==> src/rtl/pause_pkg.sv <==
// Shared state encoding and default parameter values for the pause arbiter.
package pause_pkg;

    localparam int NREQ_DEF        = 4;
    localparam int ACK_TIMEOUT_DEF = 65535;
    localparam int VBL_ALIGN_DEF   = 1;

    typedef enum logic [2:0] {
        ST_IDLE      = 3'd0,
        ST_SYNC      = 3'd1,
        ST_HALT_WAIT = 3'd2,
        ST_GRANT     = 3'd3,
        ST_ARB       = 3'd4
    } pause_state_t;

    // Width of an index into NREQ requesters, never less than one bit.
    function automatic int idx_width(input int n);
        return (n > 1) ? $clog2(n) : 1;
    endfunction

endpackage

==> src/rtl/rr_select.sv <==
// Round-robin picker: first pending request after last_grant, wrapping.
module rr_select
    import pause_pkg::*;
#(
    parameter int NREQ = NREQ_DEF,
    parameter int LGW  = idx_width(NREQ)
) (
    input  logic [NREQ-1:0] req,
    input  logic [LGW-1:0]  last_grant,
    output logic [NREQ-1:0] sel,
    output logic            valid
);

    logic [LGW-1:0] idx;
    logic           found;

    // Scan NREQ slots starting one past the previous owner; take the first hit.
    always_comb begin
        sel   = '0;
        found = 1'b0;
        idx   = '0;
        for (int i = 1; i <= NREQ; i++) begin
            idx = LGW'((int'(last_grant) + i) % NREQ);
            if (!found && req[idx]) begin
                sel[idx] = 1'b1;
                found    = 1'b1;
            end
        end
    end

    assign valid = |req;

endmodule

==> src/rtl/pause_arbiter.sv <==
// Pauses the CPU (optionally aligned to vblank), waits for halt_ack, then
// hands the bus to one requester at a time in round-robin order.
module pause_arbiter
    import pause_pkg::*;
#(
    parameter int NREQ        = NREQ_DEF,
    parameter int ACK_TIMEOUT = ACK_TIMEOUT_DEF,
    parameter int VBL_ALIGN   = VBL_ALIGN_DEF
) (
    input  logic            clk_sys,
    input  logic            reset,
    input  logic [NREQ-1:0] req,
    input  logic            vblank,
    input  logic            halt_ack,
    output logic            pause_req,
    output logic [NREQ-1:0] grant,
    output logic            busy,
    output logic            timeout_err
);

    localparam int LGW = idx_width(NREQ);
    localparam int CW  = ($clog2(ACK_TIMEOUT + 1) < 1) ? 1 : $clog2(ACK_TIMEOUT + 1);

    pause_state_t    state;
    logic [CW-1:0]   cnt;
    logic [LGW-1:0]  last_grant;
    logic            vbl_prev;
    logic            vbl_rise;
    logic [NREQ-1:0] sel;
    logic            sel_valid;
    logic [LGW-1:0]  sel_idx;

    rr_select #(.NREQ(NREQ), .LGW(LGW)) u_rr (
        .req        (req),
        .last_grant (last_grant),
        .sel        (sel),
        .valid      (sel_valid)
    );

    // One-hot selection back to an index for last_grant bookkeeping.
    always_comb begin
        sel_idx = '0;
        for (int i = 0; i < NREQ; i++)
            if (sel[i]) sel_idx = LGW'(i);
    end

    assign busy = (state != ST_IDLE);

    // Main controller: vblank edge tracking, ack wait with timeout, grant hand-off.
    always_ff @(posedge clk_sys) begin
        if (reset) begin
            state       <= ST_IDLE;
            pause_req   <= 1'b0;
            grant       <= '0;
            timeout_err <= 1'b0;
            cnt         <= '0;
            last_grant  <= LGW'(NREQ - 1);
            vbl_prev    <= 1'b0;
            vbl_rise    <= 1'b0;
        end else begin
            // Edge is registered so SYNC acts on it one cycle after it is seen.
            vbl_prev <= vblank;
            vbl_rise <= vblank & ~vbl_prev;
            case (state)
                ST_IDLE: begin
                    if (|req) begin
                        cnt <= '0;
                        if (VBL_ALIGN != 0) begin
                            state <= ST_SYNC;
                        end else begin
                            state     <= ST_HALT_WAIT;
                            pause_req <= 1'b1;
                        end
                    end
                end
                ST_SYNC: begin
                    if (req == '0) begin
                        state <= ST_IDLE;
                    end else if (vbl_rise) begin
                        state     <= ST_HALT_WAIT;
                        pause_req <= 1'b1;
                        cnt       <= '0;
                    end
                end
                ST_HALT_WAIT: begin
                    if (halt_ack) begin
                        state <= ST_ARB;
                        cnt   <= '0;
                    end else if (cnt == CW'(ACK_TIMEOUT)) begin
                        timeout_err <= 1'b1;
                        state       <= ST_IDLE;
                        pause_req   <= 1'b0;
                        cnt         <= '0;
                    end else begin
                        cnt <= cnt + 1'b1;
                    end
                end
                ST_ARB: begin
                    if (sel_valid) begin
                        grant      <= sel;
                        last_grant <= sel_idx;
                        state      <= ST_GRANT;
                    end else begin
                        state     <= ST_IDLE;
                        pause_req <= 1'b0;
                    end
                end
                ST_GRANT: begin
                    // No preemption: only the owner's release ends the grant.
                    if (!req[last_grant]) begin
                        grant <= '0;
                        state <= ST_ARB;
                    end
                end
                default: begin
                    state     <= ST_IDLE;
                    pause_req <= 1'b0;
                    grant     <= '0;
                end
            endcase
        end
    end

endmodule
==> config.mk <==
export PLATFORM = sky130hd
export DESIGN_NAME = pause_arbiter
export DESIGN_NICKNAME = d
export VERILOG_FILES = /design/src/rtl/pause_pkg.sv /design/src/rtl/rr_select.sv /design/src/rtl/pause_arbiter.sv
export SDC_FILE = /design/constraint.sdc
export NUM_CORES = 1
export LEC_CHECK = 0
export CORE_MARGIN = 10
export CORE_UTILIZATION = 51
export CTS_CLUSTER_DIAMETER = 30
export CTS_CLUSTER_SIZE = 8
export DETAILED_ROUTE_END_ITERATION = 10
export PLACE_DENSITY = 0.82
export SLEW_MARGIN = 20
export SYNTH_ARGS = -nofsm -noshare
export SYNTH_HDL_FRONTEND = slang
export SYNTH_SLANG_ARGS = --single-unit
==> constraint.sdc <==
create_clock -name clk_sys -period 2.1 [get_ports clk_sys]
set_input_delay 0.21 -clock clk_sys [delete_from_list [all_inputs] [get_ports clk_sys]]
set_output_delay 0.21 -clock clk_sys [all_outputs]
set_load 0.05 [all_outputs]
After elaboration in Yosys (flattened, before gate mapping)
Index checks and enable logic that the tools add are counted.
{ "word_totals": {"out_inout_bits": 7, "word_cells": 119, "regBits": 29} }
{ "op_classes": {"n_lt_le_gt_ge": 9, "n_bitwise": 8, "n_reduce_logical": 23, "n_mux": 51, "eq_ne": 15, "n_addsub": 5} }
{ "op_table": {"columns": ["op", "count"], "rows": [
  ["$mux 16", 5],
  ["$pmux 16 s3", 1],
  ["$mux 4", 6],
  ["$mux 1", 18],
  ["$mux 3", 6],
  ["$add 16x1->16 const B", 1],
  ["$eq 16x16->1 const B", 1],
  ["$ne 2x2->1 const B", 8],
  ["$lt 2x3->1 const B", 5],
  ["$pmux 3 s5", 1],
  ["$or 4x4->4", 3],
  ["$pmux 4 s3", 1],
  ["$bmux 1 s2", 5],
  ["$demux 1 s2", 4],
  ["$ge 2x1->1 const B", 4],
  ["$reduce_and 4->1", 2],
  ["$logic_and 1x1->1", 7],
  ["$eq 3x2->1 const B", 2],
  ["$mux 2", 3],
  ["$ne 3x3->1 const B", 2],
  ["$reduce_and 3->1", 2],
  ["$reduce_and 6->1", 1],
  ["$reduce_bool 3->1", 2],
  ["$add 2x1->2 const B", 2],
  ["13 further kinds", 19]
]} }

Depth between registers and ports, before layout
Gate-level depths: netlist of run 1.
{ "depth": {"word_depth": 16, "ltp_mapped": 8} }

By module
A second synthesis of run 1 with hierarchy kept.
{ "unflattened": {"cells_unflattened": 221, "hier_area_um2": 1943.1} }
{ "modules_own_cells": {"columns": ["module", "cells_each", "area_per_inst_um2", "n_inst", "seq_area_each_um2"], "rows": [
  ["pause_arbiter", 182, 1577.8, 1, 580.6],
  ["rr_select", 39, 365.4, 1, 0.0]
]} }

Least setup slack after synthesis of run 1
Ideal clock, no wire load.
{ "synth_timing": {"path_type": "reg2reg", "startpoint": "register last_grant[0]", "endpoint": "register grant[2]", "period_less_slack_ns": 2.183, "t_required_ns": 2.033, "setup_ns": 0.067, "slack_ns": -0.083, "arrival_time_ns": 2.116, "stages_incl_launch_ff": 9, "path_cell_list": "dfxtp_1 buf_6 inv_1 ha_1 mux4_2 nor4b_4 a22oi_1 a21bo_1 a21oi_2"} }
{ "synth_between": {"elab_chain_len": 15} }
{ "synth_lines": {"columns": ["item", "line", "text"], "rows": [
  ["start, declared", "pause_arbiter.sv:26", "logic [LGW-1:0] last_grant;"],
  ["start signal, assigned", "pause_arbiter.sv:57", "last_grant <= LGW'(NREQ - 1);"],
  ["start signal, assigned", "pause_arbiter.sv:101", "last_grant <= sel_idx;"],
  ["parallel branches: the longest is 15 deep, another holds $lt 2x3->1", null, null],
  ["end signal, assigned", "pause_arbiter.sv:100", "grant <= sel;"],
  ["end, declared", "pause_arbiter.sv:16", "output logic [NREQ-1:0] grant,"]
]} }
Several ways; the timed one is not identified. The select of a mux whose other input is x is not followed.
A chain may end at the register's enable or synchronous reset.

Worst setup path after layout of run 1
{ "layout_timing": {"startpoint": "register last_grant[0]", "endpoint": "register last_grant[1]"} }
{ "layout_between": {"elab_chain_len": 15} }
{ "layout_lines": {"columns": ["item", "line", "text"], "rows": [
  ["parallel branches: the longest is 12 deep, another holds $lt 2x3->1", null, null],
  ["$mux 4 *", "rr_select.sv:24", "if (!found && req[idx]) begin"],
  ["$mux 2", "pause_arbiter.sv:44", "if (sel[i]) sel_idx = LGW'(i);"],
  ["$mux 2 *", "pause_arbiter.sv:44", null]
]} }
Mark *: on every way between the ends. The select of a mux whose other input is x is not followed.

==> flow_metrics.env, run 1 <==
export IMPL_maxSlewHeadroom_pct=65.70
export IMPL_ys_ff_latch=29
export IMPL_final_max_slew_viol_count=0
export IMPL_syn_area_um2=1742
export IMPL_rsz0062_at_grt="yes"
export IMPL_grt_pass1_wl_um=6175
export IMPL_crit_required_ps=2350
export IMPL_synth_mux_area_share_pct=5.388
export IMPL_clk_latency_ps=320
export IMPL_h_tree_depth=2
export IMPL_layout_cells_non_filler=282
export IMPL_clock_sinks=29
export IMPL_fin_crit_sh_pct=96.35
export IMPL_areaGrowthSynthToFinish_pct=24.21
export IMPL_vdd_drop_max_mv=0.2456
export IMPL_die_h_um=78.44
export IMPL_final_antenna_net_count=0
export IMPL_timing_fmax_mhz=494.2
export IMPL_start_util_pct=52.61
export IMPL_placed_cells=272
export IMPL_firstDrtPassIters=4
export IMPL_synth_xor_area_share_pct=7.040
export IMPL_clock_skew_ps=4.877
export IMPL_ys_seq_area_share_pct=33.33
export IMPL_maxCapViolations=0
export IMPL_remaining_drc_errors=0
export IMPL_synth_edff_count=0
export IMPL_die_area_um2=6153
export IMPL_antenna_found_initial=0
export IMPL_arrival_ps=2270
export IMPL_layout_setup_ws_ps=76.68
export IMPL_startpoint_type="flop"
export IMPL_antenna_cells=0
export IMPL_pre_cts_ws_ps=-83.22
export IMPL_core_area_um2=3311
export IMPL_synth_adder_area_share_pct=6.466
export IMPL_grt_overflow=0
export IMPL_synthesis_nets=218
export IMPL_avgSynthCellArea_um2=8.665
export IMPL_dpl_hpwl_um=2649
export IMPL_cts_tree="built"
export IMPL_grt_usage_pct=11.85
export IMPL_syn_inst=201
export IMPL_drt_total_wl_um=3584
export IMPL_synth_ff_type="dfxtp_1"
export IMPL_power_density_nw_per_um2=695.7
export IMPL_finalSetupViolCount=0
export IMPL_crit_type="flop to flop"
export IMPL_ios=15
export IMPL_crit_path_end_kind="flop"
export IMPL_post_drt_wl_per_cell_um=12.71
export IMPL_globalplace_congestion=0.8587
export IMPL_ys_async_sr_fraction_pct=0
export IMPL_grt_pass1_vias=1430
export IMPL_status="finished, final reports clean"
export IMPL_num_vias=1557
export IMPL_worst_pin_slew_ps=512.9
export IMPL_synth_simple_area_share_pct=26.22
export IMPL_cellLeakagePower_nw=0.8071
export IMPL_yosys_warnings=0
export IMPL_portBuffers=14
export IMPL_numCtsBuffers=5
export IMPL_clk_pin_slew_worst_paths_ps=80
export IMPL_final_min_clock_period_ps=2023
export IMPL_p_total_w=0.001505
export IMPL_cts_root_buf="clkbuf_4"
export IMPL_final_hold_viol_count=0
export IMPL_cts_buffer_depth=2
export IMPL_num_rows=21
export IMPL_die_w_um=78.44
export IMPL_hold_class="flop to flop"
export IMPL_via_per_inst=5.521
export IMPL_ys_types=52
export IMPL_synth_top_family_by_area="simple AND/OR/NAND/NOR gates"
export IMPL_drive_gt1_share_pct=18.64
export IMPL_synth_compound_gate_area_share_pct=17.60
export IMPL_path_max_fanout=4
export IMPL_first_iter_violations=117
export IMPL_final_nets=253
export IMPL_grt_max_degree=16
==> cells in the mapped netlist (2+ instances only) <==
cell type  number  area [µm²]
nor2b_1         5       31.28
o21bai_1        2       15.01
a211oi_1        2       15.01
nor3_1          7       35.03
nor2_1         22       82.58
nor4_2          2       25.02
nand2b_1        2       12.51
o21ai_0         4       20.02
a21oi_1        11       55.05
nor4_1          2       12.51
clkbuf_1        6       22.52
ha_1            9       112.6
or3_1           2       12.51
o21ai_1         3       15.01
nand3_1         5       25.02
dfxtp_1        29       580.6
xor2_1          8       70.07
inv_1           8       30.03
nand2_1        20       75.07
and2_1          4       25.02
a22o_1          2       17.52
a22oi_1         2       15.01
mux4_2          3       67.56
and3_1          4       25.02
nand4_1         5       31.28
xnor2_1         6       52.55
==> critical path: stages (launching register included) <==
cell	delay, ps
dfxtp_2	370
inv_2	70
ha_4	270
mux4_2	360
buf_4	180
nor3b_4	260
a22o_1	190
nor2_1	60
a41oi_1	190
==> routing by layer <==
metal,global-route usage (%),part of all wire [%],up-vias
met5,0,0,-
met1,14.19,48,726
met4,4.839,1.9,0
met2,19.65,46,28
li1,-,-,796
met3,3.075,3.5,7
==> timing repair <==
item,in CTS,in global routing
setup endpoints to repair,0,2
hold buffers,0,0
gates resized for setup,0,9
buffers inserted,0,3
==> through the flow <==
step / util [%] / setup TNS (ps) / area [µm²] / hold slack (ps)
2_1_floorplan: - / 0 / 1743 / 289.1
5_1_grt: 65.34 / -51.67 / 2163 / 416.4
4_1_cts: 63.42 / 0 / 2100 / 390.4
3_5_place_dp: 61.75 / -1246 / 2044 / 377.9
6_report: 65.34 / 0 / 2163 / 388.5
3_3_place_gp: 61.75 / -363.4 / 2044 / 374.0
==> layout by cell type (no fill, tap or decap), drive strengths merged, types with 4 or more instances in the layout <==
cell           instances
dfxtp                 29
nor2                  22
buf                   22
nand2                 20
clkdlybuf4s50         14
a21oi                 12
ha                     9
xor2                   8
inv                    8
nor3                   7
clkbuf                 7
o21ai                  7
xnor2                  6
nand4                  5
nand3                  5
nor2b                  5
and3                   4
and2                   4
mux4                   4
nor4                   4
==> path summary, 6_finish.rpt <==
check,depth (start not counted),slack [ps],startpoint,end
worst max-delay path,8,80,last_grant[0]$_SDFFE_PP1P_,last_grant[1]$_SDFFE_PP1P_
worst min-delay path,1,390,vbl_prev$_SDFF_PP0_,vbl_rise$_SDFF_PP0_
worst max register to register,8,80,last_grant[0]$_SDFFE_PP1P_,last_grant[1]$_SDFFE_PP1P_
worst min register to register,1,390,vbl_prev$_SDFF_PP0_,vbl_rise$_SDFF_PP0_
==> logic make-up (layout without fill, tap and decap cells) <==
group	after synthesis	in the layout
multiplexers	4	4
AO/OA/AOI/OAI	44	44
flip-flops	29	29
adder cells (fa/ha/maj)	9	9
AND/OR/NAND/NOR	85	85
XOR/XNOR	14	14
buffers and inverters	16	51
==> area by class of cell <==
cell class	instances	area, µm²
Multi-Input combinational cell	156	1125
Sequential cell	29	583.1
Timing Repair Buffer	36	312.8
Clock buffer	7	55.05
Inverter	8	30.03
Fill cell	292	1147
Tap cell	46	57.56
==> sequential cells by signal (all words and copies together) (netlist names) <==
name,cells
cnt,16
grant,4
state,3
last_grant,2
pause_req,1
timeout_err,1
vbl_prev,1
vbl_rise,1
==> power breakdown <==
group          total (W)  internal, W  switching [W]
sequential      0.000616     0.000582      0.0000343
clock           0.000341     0.000158       0.000183
combinational   0.000548     0.000240       0.000308
total            0.00151     0.000980       0.000525
(Power assumes the default switching activity.)
==> run 2: changes to the inputs <==
--- a/config.mk
+++ b/config.mk
@@ -6,11 +6,12 @@
 export NUM_CORES = 1
 export LEC_CHECK = 0
 export CORE_MARGIN = 10
-export CORE_UTILIZATION = 51
+export CORE_UTILIZATION = 54
+export CTS_BUF_LIST = sky130_fd_sc_hd__clkbuf_4 sky130_fd_sc_hd__clkbuf_8
 export CTS_CLUSTER_DIAMETER = 30
 export CTS_CLUSTER_SIZE = 8
 export DETAILED_ROUTE_END_ITERATION = 10
-export PLACE_DENSITY = 0.82
+export PLACE_DENSITY = 0.85
 export SLEW_MARGIN = 20
 export SYNTH_ARGS = -nofsm -noshare
 export SYNTH_HDL_FRONTEND = slang
==> flow_metrics.env, run 2 (synthesis gave the netlist of run 1 again) <==
export IMPL_top_regs="cnt x16, grant x4, state x3"
export IMPL_arrival_ps=2300
export IMPL_final_nets=249
export IMPL_postCtsHoldBufs=0
export IMPL_final_min_clock_period_ps=2051
export IMPL_cts_tree="built"
export IMPL_grt_pass1_wl_um=6389
export IMPL_largest_register="cnt"
export IMPL_drive_gt1_share_pct=18.45
export IMPL_rsz0062_at_grt="yes"
export IMPL_final_max_slew_viol_count=0
export IMPL_grt_pass1_vias=1397
export IMPL_antenna_cells=0
export IMPL_drt_total_wl_um=3887
export IMPL_grt_overflow=0
export IMPL_cts_buffer_depth=2
export IMPL_worst_r2r_cell_count=7
export IMPL_antenna_found_initial=0
export IMPL_fin_crit_sh_pct=97.65
export IMPL_cp_cell_sequence="inv_2 > ha_4 > mux4_2 > nor4b_4 > a22o_1 > nor2_2 > a31oi_1"
export IMPL_firstDrtPassIters=4
export IMPL_power_density_nw_per_um2=719.0
export IMPL_hold_class="flop to flop"
export IMPL_final_common_cell="dfxtp_1"
export IMPL_cts_root_buf="clkbuf_4"
export IMPL_n_fill_cell=241
export IMPL_die_area_um2=5897
export IMPL_first_iter_violations=134
export IMPL_tns_ps=0
export IMPL_maxCapViolations=0
export IMPL_clk_pin_slew_worst_paths_ps=90
export IMPL_remaining_drc_errors=0
export IMPL_grt_usage_pct=13.22
export IMPL_start_util_pct=56.59
export IMPL_worst_pin_slew_ps=507.8
export IMPL_timing_fmax_mhz=487.6
export IMPL_vdd_drop_max_mv=0.3320
export IMPL_num_vias=1577
export IMPL_numCtsBuffers=5
export IMPL_final_antenna_net_count=0
export IMPL_most_common_layout_cells="27 x dfxtp_1, 21 x nor2_1, 20 x nand2_1"
export IMPL_h_tree_depth=2
export IMPL_clk_latency_ps=330
export IMPL_maxSlewHeadroom_pct=66.04
export IMPL_final_hold_viol_count=0
export IMPL_clock_sinks=29
export IMPL_largest_reg_flops=16
export IMPL_cp_slowest_cell="nor4b_4"
export IMPL_die_w_um=76.79
export IMPL_core_area_um2=3078
export IMPL_worstHoldPathCells=1
export IMPL_clock_skew_ps=5.368
export IMPL_post_drt_wl_per_cell_um=14.03
export IMPL_slowest_delay_ps=390
export IMPL_crit_path_end_kind="flop"
export IMPL_ios=15
export IMPL_grt_max_degree=16
export IMPL_via_per_inst=5.693
export IMPL_path_max_fanout=4
export IMPL_num_rows=20
export IMPL_globalplace_congestion=0.7850
export IMPL_areaGrowthSynthToFinish_pct=22.63
export IMPL_crit_type="flop to flop"
export IMPL_finalSetupViolCount=0
export IMPL_portBuffers=14
export IMPL_finish_utilization_pct=69.39
export IMPL_crit_required_ps=2340
export IMPL_cellLeakagePower_nw=0.7913
export IMPL_die_h_um=76.79
export IMPL_status="finished, final reports clean"
export IMPL_dpl_hpwl_um=2877
export IMPL_startpoint_type="flop"
run 2: cell count changes in the layout (fill, tap and decap cells not counted), sizes merged:
cell,previous run,this run
buf,22,19
clkdlybuf4s50,14,13
clkinv,0,1
run 2: metal layers:
metal  share of wire [%]  wire (µm)  global-route usage (%)  up-vias
li1                    -          -                       -      790
met1                  47       1818                   17.01      736
met2                  45       1747                   18.89       43
met3                 5.5        213                   4.312        8
met4                 2.8        108                   7.249        0
met5                   0          0                       0        -
run 2: critical path: cells and delay by family, from the launching register on:
| kind | cells | cell delay [ps] |
|---|---|---|
| AOI/OAI and AO/OA | 2 | 450 |
| and+or+nand+nor | 2 | 440 |
| DFF | 1 | 380 |
| muxes | 1 | 350 |
| adders and majority gates | 1 | 270 |
| buffers and inverters | 1 | 70 |
run 2: area by class of cell:
| class | instances | area, µm² | share of cell area [%] |
|---|---|---|---|
| tap | 44 | 55.05 | 2.578 |
| sequential | 29 | 585.6 | 27.42 |
| timing repair buffer | 32 | 280.3 | 13.12 |
| inverter | 8 | 30.03 | 1.406 |
| clock buffer | 7 | 65.06 | 3.046 |
| multi-input combinational | 156 | 1115 | 52.20 |
| clock inverter | 1 | 5.005 | 0.2343 |
run 2: worst paths after layout:
path | startpoint | end | slack, ps
worst max-delay path | last_grant[0]$_SDFFE_PP1P_ | last_grant[0]$_SDFFE_PP1P_ | 50
worst min-delay path | vbl_prev$_SDFF_PP0_ | vbl_rise$_SDFF_PP0_ | 400
worst min register to register | vbl_prev$_SDFF_PP0_ | vbl_rise$_SDFF_PP0_ | 400
worst max register to register | last_grant[0]$_SDFFE_PP1P_ | last_grant[0]$_SDFFE_PP1P_ | 50
run 2: power by group:
part / total, W / switching (W) / internal, W
logic: 0.000523 / 0.000300 / 0.000223
registers: 0.000627 / 0.0000455 / 0.000581
clock network: 0.000386 / 0.000192 / 0.000194
total: 0.00154 / 0.000538 / 0.000998
run 2: stage by stage:
stage	cell area, µm²	worst slack (ps)	std cells	hold WS [ps]	total power, W
floorplan	1743	35.19	201	289.1	0.0009728
global placement	2009	-11.49	266	373.4	0.001133
detailed placement	2009	-126.7	266	384.3	0.001142
CTS	2079	1.594	274	397.3	0.001528
global route	2136	-43.36	277	405.0	0.001617
finish	2136	49.33	277	396.2	0.001536
run 2: timing repair:
item	CTS	global route
setup buffers	0	3
hold endpoints to repair	0	0
resized for setup	0	9
setup endpoints to repair	0	5
